**config.mk**
```make
export PLATFORM = sky130hd
export DESIGN_NAME = nx1_8255_hs
export DESIGN_NICKNAME = d
export VERILOG_FILES = /design/src/rtl/nx1_pio_pkg.sv /design/src/rtl/nx1_pio_hs_chan.sv /design/src/rtl/nx1_8255_hs.sv
export SDC_FILE = /design/constraint.sdc
export NUM_CORES = 1
export LEC_CHECK = 0
export CAP_MARGIN = 15
export CORE_MARGIN = 4
export CORE_UTILIZATION = 46
export DETAILED_ROUTE_END_ITERATION = 6
export PLACE_DENSITY_LB_ADDON = 0.3
export SYNTH_ARGS = -nofsm -noshare
export SYNTH_HDL_FRONTEND = slang
export SYNTH_SLANG_ARGS = --single-unit
```
**constraint.sdc**
```tcl
create_clock -name I_CLK -period 1.8 [get_ports I_CLK]
set_input_delay 0.36 -clock I_CLK [delete_from_list [all_inputs] [get_ports I_CLK]]
set_output_delay 0.36 -clock I_CLK [all_outputs]
set_load 0.01 [all_outputs]
```
**src/rtl/nx1_pio_pkg.sv**
```systemverilog
// Shared definitions for the NX1 8255-compatible PIO with mode 1 handshake.
// Contents: register addresses, the control word loaded at reset, the port A
// mode encoding, and the port C bit positions used by each handshake role.
package nx1_pio_pkg;

  localparam logic [1:0] PIO_PA  = 2'd0;
  localparam logic [1:0] PIO_PB  = 2'd1;
  localparam logic [1:0] PIO_PC  = 2'd2;
  localparam logic [1:0] PIO_CTL = 2'd3;

  // All ports input, everything mode 0.
  localparam logic [7:0] CTL_RST = 8'h9B;

  typedef enum logic [1:0] {
    MODE_0 = 2'b00,
    MODE_1 = 2'b01
  } pa_mode_e;

  // Port C bit positions taken over by the handshake logic.
  localparam int PC_INTR_B = 0;
  localparam int PC_HS_B   = 1;  // IBF_B (input) / OBF_B_n (output)
  localparam int PC_STB_B  = 2;  // STB_B_n (input) / ACK_B_n (output)
  localparam int PC_INTR_A = 3;
  localparam int PC_STB_A  = 4;
  localparam int PC_IBF_A  = 5;
  localparam int PC_ACK_A  = 6;
  localparam int PC_OBF_A  = 7;

  // Port A mode field 1x decodes as mode 1; with the mode 1 hardware
  // removed every field decodes to mode 0.
  function automatic pa_mode_e decode_pa_mode(input logic [1:0] field, input logic en);
    return (en && (field != 2'b00)) ? MODE_1 : MODE_0;
  endfunction

endpackage

```
**src/rtl/nx1_pio_hs_chan.sv**
```systemverilog
// One mode 1 strobe/ack handshake channel.
// Ports:
//   clk, rst_n        clock, asynchronous active-low reset
//   clr               mode set / channel not in mode 1: drop IBF/OBF and INTR
//   is_out            1 = output handshake (OBF/ACK), 0 = input (IBF/STB)
//   stb, stb_last     synchronised STB_n/ACK_n and its value one cycle earlier
//   port_in           synchronised port byte, latched on STB_n falling
//   cpu_wr            CPU write pulse to this port
//   rd_start, rd_end  first cycle of a CPU read of this port / first cycle after
//   inte              interrupt enable bit from the port C latch
//   full              IBF (input) or OBF active (output, OBF_n = ~full)
//   intr              interrupt request, INTR flag gated by inte
//   data              latched input byte
module nx1_pio_hs_chan
  import nx1_pio_pkg::*;
(
  input  logic       clk,
  input  logic       rst_n,
  input  logic       clr,
  input  logic       is_out,
  input  logic       stb,
  input  logic       stb_last,
  input  logic [7:0] port_in,
  input  logic       cpu_wr,
  input  logic       rd_start,
  input  logic       rd_end,
  input  logic       inte,
  output logic       full,
  output logic       intr,
  output logic [7:0] data
);

  logic fall, rise, flag;

  assign fall = stb_last & ~stb;
  assign rise = ~stb_last & stb;

  // Statement order encodes priority: later assignments win, so strobe/ack
  // edges beat CPU clears, while a CPU write beats ACK falling for OBF.
  always_ff @(posedge clk or negedge rst_n) begin
    if (!rst_n) begin
      full <= 1'b0;
      flag <= 1'b0;
      data <= '0;
    end else if (clr) begin
      full <= 1'b0;
      flag <= 1'b0;
    end else if (is_out) begin
      if (fall) full <= 1'b0;
      if (cpu_wr) begin
        full <= 1'b1;
        flag <= 1'b0;
      end
      if (rise && !full && inte) flag <= 1'b1;
    end else begin
      if (rd_start) flag <= 1'b0;
      if (rd_end) full <= 1'b0;
      if (fall) begin
        full <= 1'b1;
        data <= port_in;
      end
      if (rise && full && inte) flag <= 1'b1;
    end
  end

  // Clearing INTE masks the request at once; the flag itself is kept.
  assign intr = flag & inte;

endmodule

```
**src/rtl/nx1_8255_hs.sv**
```systemverilog
// NX1 8255 PIA successor: mode 0 ports plus mode 1 strobed handshake on A/B.
// Ports:
//   I_CLK, I_RESET_N          clock, asynchronous active-low reset
//   I_A, I_CS, I_RD, I_WR     register select and bus strobes (sampled on I_CLK)
//   I_D, O_D                  write data, combinational read data
//   I_PA/I_PB/I_PC            port pins (synchronised internally)
//   O_PA/O_PB/O_PC            port output values
//   O_PA_OE/O_PB_OE/O_PC_OE   per-bit output enables, 1 = drive
//   O_INTR_A, O_INTR_B        interrupt requests
module nx1_8255_hs
  import nx1_pio_pkg::*;
#(
  parameter int         SYNC_STAGES = 2,
  parameter logic [7:0] RST_OUT     = 8'hFF,
  parameter int         MODE1_EN    = 1
) (
  input  logic       I_CLK,
  input  logic       I_RESET_N,
  input  logic [1:0] I_A,
  input  logic       I_CS,
  input  logic       I_RD,
  input  logic       I_WR,
  input  logic [7:0] I_D,
  output logic [7:0] O_D,
  input  logic [7:0] I_PA,
  input  logic [7:0] I_PB,
  input  logic [7:0] I_PC,
  output logic [7:0] O_PA,
  output logic [7:0] O_PB,
  output logic [7:0] O_PC,
  output logic [7:0] O_PA_OE,
  output logic [7:0] O_PB_OE,
  output logic [7:0] O_PC_OE,
  output logic       O_INTR_A,
  output logic       O_INTR_B
);

  localparam logic M1_EN = (MODE1_EN != 0);

  logic        wr_act, wr_q, wr_pulse;
  logic        rd_act, rd_q, rd_start, rd_end;
  logic [1:0]  rd_addr_q;
  logic        mode_set;
  logic [7:0]  pa_o, pb_o, pc_o;
  pa_mode_e    pa_mode;
  logic        pa_m1, pb_m1, pa_dir, pch_dir, pb_dir, pcl_dir;
  logic [23:0] sync_p [SYNC_STAGES];
  logic [7:0]  pa_s, pb_s, pc_s;
  logic        stb_a_last, ack_a_last, stb_b_last;
  logic        stb_a, stb_a_prev, inte_a, inte_b;
  logic        full_a, full_b, intr_a, intr_b;
  logic [7:0]  data_a, data_b;
  logic [7:0]  pc_drv, pc_oe, pc_rd;

  // Bus strobes act on their first cycle only; reads also act on the cycle
  // after they drop, against the address captured when they started.
  assign wr_act   = I_CS & I_WR;
  assign wr_pulse = wr_act & ~wr_q;
  assign rd_act   = I_CS & I_RD;
  assign rd_start = rd_act & ~rd_q;
  assign rd_end   = rd_q & ~rd_act;
  assign mode_set = wr_pulse && (I_A == PIO_CTL) && I_D[7];
  assign pa_m1    = (pa_mode == MODE_1);

  always_ff @(posedge I_CLK or negedge I_RESET_N) begin
    if (!I_RESET_N) begin
      wr_q      <= 1'b0;
      rd_q      <= 1'b0;
      rd_addr_q <= PIO_PA;
      pa_o      <= RST_OUT;
      pb_o      <= RST_OUT;
      pc_o      <= RST_OUT;
      pa_mode   <= decode_pa_mode(CTL_RST[6:5], M1_EN);
      pa_dir    <= CTL_RST[4];
      pch_dir   <= CTL_RST[3];
      pb_m1     <= M1_EN & CTL_RST[2];
      pb_dir    <= CTL_RST[1];
      pcl_dir   <= CTL_RST[0];
    end else begin
      wr_q <= wr_act;
      rd_q <= rd_act;
      if (rd_start) rd_addr_q <= I_A;
      if (wr_pulse) begin
        case (I_A)
          PIO_PA: pa_o <= I_D;
          PIO_PB: pb_o <= I_D;
          PIO_PC: pc_o <= I_D;
          default: begin
            if (I_D[7]) begin
              pa_mode <= decode_pa_mode(I_D[6:5], M1_EN);
              pa_dir  <= I_D[4];
              pch_dir <= I_D[3];
              pb_m1   <= M1_EN & I_D[2];
              pb_dir  <= I_D[1];
              pcl_dir <= I_D[0];
              pa_o    <= RST_OUT;
              pb_o    <= RST_OUT;
              pc_o    <= RST_OUT;
            end else begin
              pc_o[I_D[3:1]] <= I_D[0];
            end
          end
        endcase
      end
    end
  end

  // ---- pin synchronisers: stage 0 samples the pins ----
  always_ff @(posedge I_CLK or negedge I_RESET_N) begin
    if (!I_RESET_N) begin
      for (int i = 0; i < SYNC_STAGES; i++) sync_p[i] <= '0;
    end else begin
      sync_p[0] <= {I_PC, I_PB, I_PA};
      for (int i = 1; i < SYNC_STAGES; i++) sync_p[i] <= sync_p[i-1];
    end
  end

  assign pa_s = sync_p[SYNC_STAGES-1][7:0];
  assign pb_s = sync_p[SYNC_STAGES-1][15:8];
  assign pc_s = sync_p[SYNC_STAGES-1][23:16];

  // ---- edge-detect history, one flop per strobe pin position ----
  // Kept per pin so that switching port A direction cannot fake an edge.
  always_ff @(posedge I_CLK or negedge I_RESET_N) begin
    if (!I_RESET_N) begin
      stb_a_last <= 1'b0;
      ack_a_last <= 1'b0;
      stb_b_last <= 1'b0;
    end else begin
      stb_a_last <= pc_s[PC_STB_A];
      ack_a_last <= pc_s[PC_ACK_A];
      stb_b_last <= pc_s[PC_STB_B];
    end
  end

  assign stb_a      = pa_dir ? pc_s[PC_STB_A] : pc_s[PC_ACK_A];
  assign stb_a_prev = pa_dir ? stb_a_last     : ack_a_last;
  assign inte_a     = pa_dir ? pc_o[PC_STB_A] : pc_o[PC_ACK_A];
  assign inte_b     = pc_o[PC_STB_B];

  nx1_pio_hs_chan u_chan_a (
    .clk      (I_CLK),
    .rst_n    (I_RESET_N),
    .clr      (mode_set | ~pa_m1),
    .is_out   (~pa_dir),
    .stb      (stb_a),
    .stb_last (stb_a_prev),
    .port_in  (pa_s),
    .cpu_wr   (wr_pulse && (I_A == PIO_PA)),
    .rd_start (rd_start && (I_A == PIO_PA)),
    .rd_end   (rd_end && (rd_addr_q == PIO_PA)),
    .inte     (inte_a),
    .full     (full_a),
    .intr     (intr_a),
    .data     (data_a)
  );

  nx1_pio_hs_chan u_chan_b (
    .clk      (I_CLK),
    .rst_n    (I_RESET_N),
    .clr      (mode_set | ~pb_m1),
    .is_out   (~pb_dir),
    .stb      (pc_s[PC_STB_B]),
    .stb_last (stb_b_last),
    .port_in  (pb_s),
    .cpu_wr   (wr_pulse && (I_A == PIO_PB)),
    .rd_start (rd_start && (I_A == PIO_PB)),
    .rd_end   (rd_end && (rd_addr_q == PIO_PB)),
    .inte     (inte_b),
    .full     (full_b),
    .intr     (intr_b),
    .data     (data_b)
  );

  // Port C: mode 0 nibble rules first, then handshake-owned bits override.
  // The STB/ACK position is an input on the pin but reads back as INTE.
  always_comb begin
    pc_drv = pc_o;
    pc_oe  = {{4{~pch_dir}}, {4{~pcl_dir}}};
    pc_rd  = {pch_dir ? pc_s[7:4] : pc_o[7:4], pcl_dir ? pc_s[3:0] : pc_o[3:0]};
    if (pa_m1) begin
      pc_drv[PC_INTR_A] = intr_a;
      pc_oe[PC_INTR_A]  = 1'b1;
      pc_rd[PC_INTR_A]  = intr_a;
      if (pa_dir) begin
        pc_drv[PC_IBF_A] = full_a;
        pc_oe[PC_IBF_A]  = 1'b1;
        pc_rd[PC_IBF_A]  = full_a;
        pc_oe[PC_STB_A]  = 1'b0;
        pc_rd[PC_STB_A]  = pc_o[PC_STB_A];
      end else begin
        pc_drv[PC_OBF_A] = ~full_a;
        pc_oe[PC_OBF_A]  = 1'b1;
        pc_rd[PC_OBF_A]  = ~full_a;
        pc_oe[PC_ACK_A]  = 1'b0;
        pc_rd[PC_ACK_A]  = pc_o[PC_ACK_A];
      end
    end
    if (pb_m1) begin
      pc_drv[PC_INTR_B] = intr_b;
      pc_oe[PC_INTR_B]  = 1'b1;
      pc_rd[PC_INTR_B]  = intr_b;
      pc_drv[PC_HS_B]   = pb_dir ? full_b : ~full_b;
      pc_oe[PC_HS_B]    = 1'b1;
      pc_rd[PC_HS_B]    = pb_dir ? full_b : ~full_b;
      pc_oe[PC_STB_B]   = 1'b0;
      pc_rd[PC_STB_B]   = pc_o[PC_STB_B];
    end
  end

  always_comb begin
    O_D = '0;
    case (I_A)
      PIO_PA:  O_D = (pa_m1 && pa_dir) ? data_a : (pa_dir ? pa_s : pa_o);
      PIO_PB:  O_D = (pb_m1 && pb_dir) ? data_b : (pb_dir ? pb_s : pb_o);
      PIO_PC:  O_D = pc_rd;
      default: O_D = {1'b1, pa_mode, pa_dir, pch_dir, pb_m1, pb_dir, pcl_dir};
    endcase
  end

  assign O_PA     = pa_o;
  assign O_PB     = pb_o;
  assign O_PC     = pc_drv;
  assign O_PA_OE  = {8{~pa_dir}};
  assign O_PB_OE  = {8{~pb_dir}};
  assign O_PC_OE  = pc_oe;
  assign O_INTR_A = intr_a;
  assign O_INTR_B = intr_b;

endmodule
```
======== Word level (Yosys, flattened, before mapping) ========
Index checks and enable logic that the tools add are counted.
storage, ports and cells
  input bits .............................. 39
  ROM bits ................................ 0
  logic and storage cells ................. 170
  bits in writable memories ............... 0
  memories ................................ 0
  output and inout port bits .............. 58
  bits in latches ......................... 0
  bits in registers ....................... 106
cells by class
  equal/unequal tests ..................... 9
  multipliers ............................. 0
  divide/modulo/power cells ............... 0
  shift operators ......................... 0
  bitwise operators ....................... 34
  reductions and logical operators ........ 44
  multiplexer cells ....................... 58
  $add $sub $neg .......................... 0
  magnitude comparators ................... 2
operators with widths
  cell                  number
  $mux W8               6
  $pmux W8 S2           3
  $mux W1               35
  $pmux W8 S3           1
  $not A1 Y1            21
  $logic_and A1 B1 Y1   19
  $ne A4 B1 Y1 const B  4
  $reduce_bool A4 Y1    4
  $reduce_and A3 Y1     5
  $and A1 B1 Y1         11
  $mux W2               5
  $mux W5               2
  $reduce_and A2 Y1     5
  $bwmux W8             1
  $mux W4               2
  $eq A2 B1 Y1 const B  3
  $mux W3               2
  $reduce_bool A2 Y1    3
  $reduce_or A2 Y1      3
  $eq A2 B2 Y1 const B  2
  $logic_not A2 Y1      2
  $lt A3 B4 Y1 const B  1
  $demux W1 S3          1
  $ge A3 B1 Y1 const B  1
  3 further kinds       5

======== Logic depth before layout (Yosys ltp) ========
Gate-level depths: netlist of run 1.
  depth in word-level cells ............... 8
  gate-level depth with buffers ........... 8
  depth with buffers taken out ............ 6

======== Cells and area by module ========
From an unflattened synthesis of run 1, not the netlist that was laid out.
second synthesis, totals
  cell total of the unflattened synthesis .. 422
  area, all modules ....................... 4770.8 um^2
by module, submodules not included
  module           area each (um^2)  times used  cells an instance  seq. area each (um^2)
  nx1_8255_hs      3832.4            1           350                2162.1
  nx1_pio_hs_chan  469.2             2           36                 250.2

======== Worst setup path before layout of run 1 ========
No wires, ideal clock.
  kind .................................... reg2out
  from .................................... reg pa_dir
  to ...................................... out O_D[4]
  arrival ................................. 1.642 ns
  data required time ...................... 1.440 ns
  setup slack ............................. -0.202 ns
  path buffers ............................ 1
  stages on the path, launching flop included .. 6
  cells stage by stage .................... dfstp_2 buf_2 a21bo_2 mux2_2 a2111oi_0 a21oi_1
between the ends
  word-level cells in the longest chain between the ends .. 3
  elaborated cells on any way between the ends .. 6
  classes of those cells .................. mux (5); reduce/logical (1)
ends and longest elaborated chain
  item                                line                                    text
  start, declared                     nx1_8255_hs.sv:46                       logic pa_m1, pb_m1, pa_dir, pch_dir, pb_dir, pcl_dir;
  start signal, assigned              nx1_8255_hs.sv:74                       pa_dir <= CTL_RST[4];
  start signal, assigned              nx1_8255_hs.sv:91                       pa_dir <= I_D[4];
  $mux W2 (tied with other cells)     nx1_8255_hs.sv:185                      if (pa_dir) begin
  $mux W5 or $mux W8 (tied branches)  nx1_8255_hs.sv:181, nx1_8255_hs.sv:214
  $pmux W8 S3 *                       nx1_8255_hs.sv:213                      case (I_A)
  end, declared                       nx1_8255_hs.sv:24                       output logic [7:0] O_D,
Every way passes the cells marked *; elsewhere a longest branch is shown, timed or not.

======== Final worst setup path of run 1 ========
  from .................................... reg pch_dir
  to ...................................... out O_D[4]
between the ends
  word-level cells in the longest chain between the ends .. 4
ends and longest elaborated chain
  item                    line                text
  start, declared         nx1_8255_hs.sv:46
  start signal, assigned  nx1_8255_hs.sv:75   pch_dir <= CTL_RST[3];
  start signal, assigned  nx1_8255_hs.sv:92   pch_dir <= I_D[3];
  $mux W4 *               nx1_8255_hs.sv:180  pc_rd = {pch_dir ? pc_s[7:4] : pc_o[7:4], pcl_dir ? pc_s[3:0] : pc_o[3:0]};
  $mux W2                 nx1_8255_hs.sv:185
  $mux W5 *               nx1_8255_hs.sv:181  if (pa_m1) begin
  $pmux W8 S3 *           nx1_8255_hs.sv:213
Marked as above.

==> run summary, run 1 <==
Clock Tree Buf Depth: 2
Drt pass-1 iters: 6
RSZ-0062 raised after global routing: yes
Worst Hold Class: reg2reg
Die W: 109 um
Nets: 664
Post-Syn Instances: 423
Port bufs: 96
Critical Path End Type: output port
CTS Sinks: 105
Yosys warnings: 0
Pins Over Slew Limit: 0
Critical path data required time: 1440 ps
Clock transition at the registers of the reported paths: 110 ps
CORE AREA: 9860 um2
FFs w/ async S/R, synth: 1.00
Seq cells post-synth: 105
Antenna violations before repair: 0
Fin crit period: 2330 ps
Post-synth top area share: 0.410
Area contributors post-synth: dfrtp_1, dfstp_2, mux2_2, mux2i_1, a21oi_1
Status: complete, but fails checks
PwrDens: 1120 nW/um2
Worst slew margin: 0.736
FP Rows: 36
Period utilization: 1.30
Final hold violation count: 0
Detail Route Antenna Nets: 0
Vias: 4,364
Mapped Area: 4690 um2
Vias in the first global route: 4,497
Mean Syn Cell Area: 11.1 um2
Buf/Inv on CP: 1
CTS tree: yes
Critical path's top delay family: compound AO/OA/AOI/OAI gates
Die area: 11,900 um2
RePlAce Congestion: 0.975
Max Cap Viol: 0
Worst setup SP type: flop
Worst-Margin Slew: 385 ps
Critical path's largest stage delay: 550 ps
Sequential area share after synthesis: 0.567
Share of layout cells above drive strength 1: 0.493
Failing checks: setup timing
Crit Path Max Fanout: 2
DP HPWL: 9.65 mm
Hold Slack: 356 ps
H-tree Lvls: 3
Clk_lat worst skew: 370 ps
Crit-path cells: a21bo_4 -> mux2_4 -> a2111oi_4 -> a21oi_2 -> buf_2
Mean number of vias per cell: 5.76
Final setup violation count: 40
Drt drc: 0
Top FF cell, synth: dfrtp_1
Ports: 97
Gr ovfl total: 0
Die Ht: 109 um
Avg WL per Cell: 21.8 um
Syn-to-layout area delta: 55.2%
Starting Density: 0.476
Post-synth top area cell: dfrtp_1
CP Class: reg2out
Net Count, Synth: 467
Final Skew: 10.5 ps
Worst IR Drop VDD: 0.614 mV
TritonCTS buffer count: 9
Ant diodes: 0
Worst path arrival time: 1970 ps
Slowest-stage cell, CP: dfstp_2
Final Routed Wirelength: 16.5 mm
Final Util: 0.738
First-pass GRT wire length: 24.6 mm
F_max: 428 MHz
Leakage: 3.23 nW
Yosys cell types: 46
Final worst slack: -534 ps
Gr usage total: 0.278
Largest net degree at the start of global routing: 46
Root Buffer Master: clkbuf_8
Initial DRC count: 439
Post-synth EDFFs: 0
==> synth_stat cells, drive strengths merged (3+ instances only) <==
cell type and instances:
dfrtp 77, inv 21, dfstp 28, or3 3, nor2 28, mux2 28, mux2i 23, buf 34
nor2b 5, nand2 21, nand3 8, nand2b 4, nor3 8, a21oi 40, o21ai 34, clkbuf 8
a31oi 14, ha 5, nand4 3
==> layout make-up <==
cell class | count | area, um2
flip-flops and latches | 105 | 2670
fillers | 609 | 2580
repair buffers | 228 | 2090
multi-input cells | 255 | 2060
well taps | 133 | 166
clock buffers | 10 | 138
inverters | 21 | 90.1
clock inverters | 6 | 67.6
==> registers in the layout, summed over array words and instances, names as in the netlist, 2 cells and up <==
| name | cells |
|---|---|
| O_PA | 8 |
| O_PB | 8 |
| pa_s | 8 |
| pb_s | 8 |
| pc_o | 8 |
| pc_s | 8 |
| rd_addr_q | 2 |
| sync_p | 24 |
| u_chan_a.data | 8 |
| u_chan_b.data | 8 |
==> layout by cell type (no fill, tap or decap), drive strengths merged, types with 19 or more instances in the layout <==
cell / n
a21oi: 40
buf: 169
clkdlybuf4s50: 35
dfrtp: 77
dfstp: 28
dlygate4sd2: 19
inv: 23
mux2: 28
mux2i: 23
nand2: 21
nor2: 28
o21ai: 34
==> path summary, 6_finish.rpt <==
kind / startpoint / to / slack (ps) / cells after the start
min in group asynchronous: I_RESET_N / sync_p[28] / 450 / 2
setup / recovery: pch_dir / O_D[4] / -530 / 5
max in group asynchronous: I_RESET_N / O_PB[4] / 750 / 3
hold reg to reg: sync_p[27] / pa_s[3] / 360 / 0
hold / removal: sync_p[27] / pa_s[3] / 360 / 0
setup reg to reg: pa_dir / u_chan_a.data[3] / -30 / 6
==> logic make-up after synthesis <==
logic type / synth area share
compound gates: 0.130
flops: 0.567
simple gates: 0.102
buf+inv: 0.0696
mux: 0.116
fa+ha+maj: 0.0133
xor+xnor: 0.00187
==> timing repair <==
action | CTS | global route
pin swaps | 12 | 12
cloned | 6 | 0
setup buffers | 27 | 8
gates resized for setup | 272 | 43
hold buffers | 1 | 0
hold endpoints to repair | 22 | 0
endpoints found under the setup margin | 90 | 61
==> where the power goes <==
group	switching (mW)	total, mW	internal (mW)
Clock	0.913	1.50	0.583
Sequential	0.312	3.18	2.87
Combinational	1.57	3.48	1.91
==> metrics by stage <==
step                cells  total power [mW]  worst slack (ps)  setup TNS (ps)  instance area, um2
floorplan             423              4.42             -65.4           -71.6                4760
global placement      704              5.77             -1020          -30320                6390
detailed placement    704              5.83             -1090          -33130                6390
CTS                   752              7.78              -539           -6920                7100
global route          758              8.50              -618           -9930                7280
finish                758              8.15              -534           -8310                7280
==> layer usage <==
| metal | up-vias | wire length, um | track usage |
|---|---|---|---|
| li1 | 1849 | - | - |
| met2 | 296 | 7840 | 0.441 |
| met5 | - | 0 | 0 |
| met4 | 0 | 1130 | 0.157 |
| met1 | 2123 | 5980 | 0.347 |
| met3 | 96 | 1570 | 0.0681 |
Note: power is estimated with default switching activity, not from simulation.
==> run 2, diff against run 1 <==
--- a/config.mk
+++ b/config.mk
@@ -6,7 +6,7 @@
 export NUM_CORES = 1
 export LEC_CHECK = 0
 export CAP_MARGIN = 15
-export CORE_MARGIN = 4
+export CORE_MARGIN = 8
 export CORE_UTILIZATION = 46
 export DETAILED_ROUTE_END_ITERATION = 6
 export PLACE_DENSITY_LB_ADDON = 0.3
==> run summary, run 2 (same netlist as run 1, synthesis figures left out) <==
Status: complete, but fails checks
Failing checks: setup timing
CTS tree: yes
Critical path's top delay family: compound AO/OA/AOI/OAI gates
Max reg flops: 24
Clk_lat worst skew: 370 ps
Vias in the first global route: 4,124
CP Class: reg2out
Number of fillers in the final layout: 691
Worst-Margin Slew: 429 ps
Max Cap Viol: 0
Die area: 13,700 um2
Worst IR Drop VDD: 0.574 mV
Largest net degree at the start of global routing: 49
Worst Hold Class: reg2reg
Final instance area: 7180 um2
Final Routed Wirelength: 15.2 mm
Vias: 4,108
Detail Route Antenna Nets: 0
Fin crit period: 2360 ps
RePlAce Congestion: 0.910
Mean number of vias per cell: 5.48
Avg WL per Cell: 20.2 um
Pins Over Slew Limit: 0
Die W: 117 um
Initial DRC count: 206
Tot Pwr: 7.95 mW
Area post-placement: 6360 um2
Die Ht: 117 um
Clock transition at the registers of the reported paths: 100 ps
Final non-filler cell total: 749
Register area: 2660 um2
Final Skew: 8.51 ps
Critical path data required time: 1440 ps
Hold Startpoint: sync_p[40]
Share of layout cells above drive strength 1: 0.471
Placed cell count: 703
Footprint of the multi-input gates: 2070 um2
Commonest non-fill, non-tap cell in the layout: buf_4
Gr ovfl total: 0
Critical path's largest stage delay: 440 ps
Drt pass-1 iters: 5
Reg-to-reg startpoint: pa_dir
Commonest cells after routing, fill and taps aside: buf_4, dfrtp_1, buf_6, clkdlybuf4s50_1
Final setup violation count: 35
CTS Sinks: 105
RSZ-0062 raised after global routing: yes
Slowest-stage cell, CP: dfrtp_1
Syn-to-layout area delta: 52.9%
Gr usage total: 0.219
Nets: 652
Antenna violations before repair: 0
Ant diodes: 0
Worst slew margin: 0.714
H-tree Lvls: 3
Ports: 97
Crit Path Max Fanout: 3
CORE AREA: 10,100 um2
Worst path arrival time: 2000 ps
Root Buffer Master: clkbuf_8
Buf/Inv on CP: 2
Final hold violation count: 0
TritonCTS buffer count: 9
Drt drc: 0
Leakage: 3.16 nW
DP HPWL: 10.1 mm
F_max: 423 MHz
Starting Density: 0.463
Worst setup SP type: flop
Crit-path cells: buf_4 -> a21bo_4 -> mux2_4 -> a2111oi_4 -> a21oi_2 -> buf_2
Period utilization: 1.31
Fin Setup TNS: -6100 ps
PwrDens: 1110 nW/um2
FP Rows: 37
Clock Tree Buf Depth: 2
Reg with most FFs: sync_p
Critical Path End Type: output port
Setup slack at placement: -1090 ps
Port bufs: 96
First-pass GRT wire length: 22.4 mm
Crit. Startpoint: pa_mode[0]
Final worst slack: -564 ps
[run 2: worst paths after layout]
path                                    end  slack [ps]  cells after the start
setup / recovery                     O_D[4]        -560                      6
hold / removal                      pc_s[0]         360                      0
setup reg to reg           u_chan_a.data[0]           0                      6
hold reg to reg                     pc_s[0]         360                      0
max in group asynchronous           O_PB[2]         740                      3
min in group asynchronous        sync_p[29]         470                      2
[run 2: metrics by stage]
step	hold slack, ps	utilization
final	356	0.708
after detailed placement	326	0.627
after global placement	321	0.627
after floorplan	64.4	-
after CTS	357	0.683
after global routing	366	0.708
[run 2: repair_timing]
action,CTS,global route
pin swaps,15,14
cloned,3,2
hold buffers,1,0
gates resized for setup,260,77
buffers inserted,21,8
endpoints found under the hold margin,21,0
setup endpoints to repair,98,44
[run 2: power by group]
group / switching [mW] / leakage (nW) / internal (mW)
clock: 0.810 / 0.100 / 0.690
combinational: 1.50 / 1.85 / 1.82
sequential: 0.270 / 1.21 / 2.87
[run 2: layout make-up]
class | count | share of cell area
sequential | 105 | 0.371
multi-input combinational | 256 | 0.288
timing repair buffer | 215 | 0.276
tap | 136 | 0.0237
clock buffer | 11 | 0.0197
inverter | 21 | 0.0127
clock inverter | 5 | 0.00837
[run 2: layer usage]
layer,vias to the layer above,GRT usage,share of wire
met3,50,0.0395,0.053
li1,1831,-,-
met2,161,0.365,0.50
met5,-,0,0
met1,2066,0.266,0.40
met4,0,0.117,0.042
==> run 3, diff against run 2 <==
--- a/config.mk
+++ b/config.mk
@@ -7,7 +7,8 @@
 export LEC_CHECK = 0
 export CAP_MARGIN = 15
 export CORE_MARGIN = 8
-export CORE_UTILIZATION = 46
+export CORE_UTILIZATION = 48
+export CTS_BUF_LIST = sky130_fd_sc_hd__clkbuf_4 sky130_fd_sc_hd__clkbuf_8
 export DETAILED_ROUTE_END_ITERATION = 6
 export PLACE_DENSITY_LB_ADDON = 0.3
 export SYNTH_ARGS = -nofsm -noshare
==> run summary, run 3 (same netlist as run 1, synthesis figures left out) <==
PwrDens: 1120 nW/um2
Clock Tree Buf Depth: 2
H-tree Lvls: 3
Detail Route Antenna Nets: 0
Die W: 115 um
Initial DRC count: 364
CP Class: reg2out
Fin crit period: 2690 ps
Gr ovfl total: 0
Max reg flops: 24
Worst Hold Depth: 0
Syn-to-layout area delta: 55.6%
Drt pass-1 iters: 5
CTS Sinks: 105
Avg WL per Cell: 22.2 um
Final setup violation count: 39
FP Rows: 36
Worst setup SP type: flop
Hold Startpoint: sync_p[27]
Reg-to-reg startpoint: pa_dir
Tot Pwr: 8.15 mW
Hold Slack: 353 ps
Leakage: 3.22 nW
Hold Path End: pa_s[3]
Fin Setup TNS: -9430 ps
Root Buffer Master: clkbuf_8
RSZ-0062 raised after global routing: yes
Worst path arrival time: 2330 ps
Mean number of vias per cell: 5.83
Worst-Margin Slew: 491 ps
First-pass GRT wire length: 23.5 mm
Reg2reg path depth: 6
Final non-filler cell total: 758
Share of layout cells above drive strength 1: 0.505
Largest net degree at the start of global routing: 36
Final Routed Wirelength: 16.8 mm
Status: complete, but fails checks
Commonest non-fill, non-tap cell in the layout: buf_4
DP HPWL: 9.90 mm
Worst slew margin: 0.663
CORE AREA: 9640 um2
CTS tree: yes
Pins Over Slew Limit: 0
Critical path data required time: 1440 ps
Drt drc: 0
Final Util: 0.758
RePlAce Congestion: 0.915
Critical Path End Type: output port
Starting Density: 0.487
Commonest cells after routing, fill and taps aside: buf_4, dfrtp_1, buf_6, clkdlybuf4s50_1, dfstp_2
Placed cell count: 703
Die Ht: 115 um
Worst IR Drop VDD: 0.696 mV
Vias: 4,417
Gr usage total: 0.233
Vias in the first global route: 4,466
Max Cap Viol: 0
Final Skew: 15.9 ps
Worst R2R Setup Slack: -20 ps
Crit Reg-Reg Endpoint: u_chan_a.data[0]
Antenna violations before repair: 1
Port bufs: 96
Nets: 663
Die area: 13,200 um2
Failing checks: setup timing
F_max: 371 MHz
Worst Hold Class: reg2reg
Crit Path Max Fanout: 4
TritonCTS buffer count: 9
Clock transition at the registers of the reported paths: 110 ps
Period utilization: 1.50
Final worst slack: -894 ps
Reg with most FFs: sync_p
Clk_lat worst skew: 390 ps
Ports: 97
Final hold violation count: 0
run 3: changes by cell type in the layout (fill, tap and decap cells not counted), moves of 5 or more:
| cell | change |
|---|---|
| mux2i_1 | -6 |
| mux2_4 | +5 |
| buf_2 | +11 |
| mux2_2 | -5 |
| a21oi_1 | -5 |
| buf_4 | +7 |
run 3: worst max-delay path, cell delays in order (launching register included):
cell and delay [ps]:
dfrtp_2 450, buf_6 130, buf_6 110, mux2i_1 400, a21oi_1 210, a2111oi_4 410
a21oi_2 80, buf_2 160
run 3: cell type report:
class                   count  area (um2)
clock inverters             6        70.1
multi-input cells         256        2160
repair buffers            226        2020
diodes                      1        2.50
fillers                   605        2330
flip-flops and latches    105        2670
clock buffers              10         138
well taps                 133         166
inverters                  21        86.3
run 3: per-layer routing:
metal  share of wire  GRT usage  up-vias
met2            0.48      0.385      296
li1                -          -     1851
met5               0          0        -
met1            0.38      0.270     2186
met3           0.085     0.0641       84
met4           0.054      0.130        0
run 3: how the worst max path moves through the flow:
stage / startpoint / end / slack [ps]
after floorplan: pch_dir / O_D[4] / -70
after global placement: I_A[1] / O_D[6] / -1010
after detailed placement: I_A[0] / O_D[2] / -1020
after CTS: pa_dir / O_D[4] / -620
after global routing: pb_m1 / O_D[4] / -920
final: pb_m1 / O_D[4] / -890
run 3: power by group:
part	total, mW	leakage [nW]	internal, mW	switching (mW)
clock	1.51	0.105	0.587	0.927
sequential	3.19	1.21	2.87	0.319
combinational	3.45	1.90	1.87	1.58
run 3: per-stage QoR:
step                instance area, um2  setup slack (ps)
floorplan                         4760             -65.4
global placement                  6380             -1010
detailed placement                6380             -1020
CTS                               7010              -617
global route                      7300              -920
finish                            7300              -894
run 3: repair_timing:
action / 4_1_cts / 5_1_grt
hold buffers: 1 / 0
buffers inserted: 33 / 12
setup endpoints to repair: 97 / 46
pin swaps: 16 / 24
gates cloned: 2 / 0
resized for setup: 266 / 75
endpoints found under the hold margin: 25 / 0
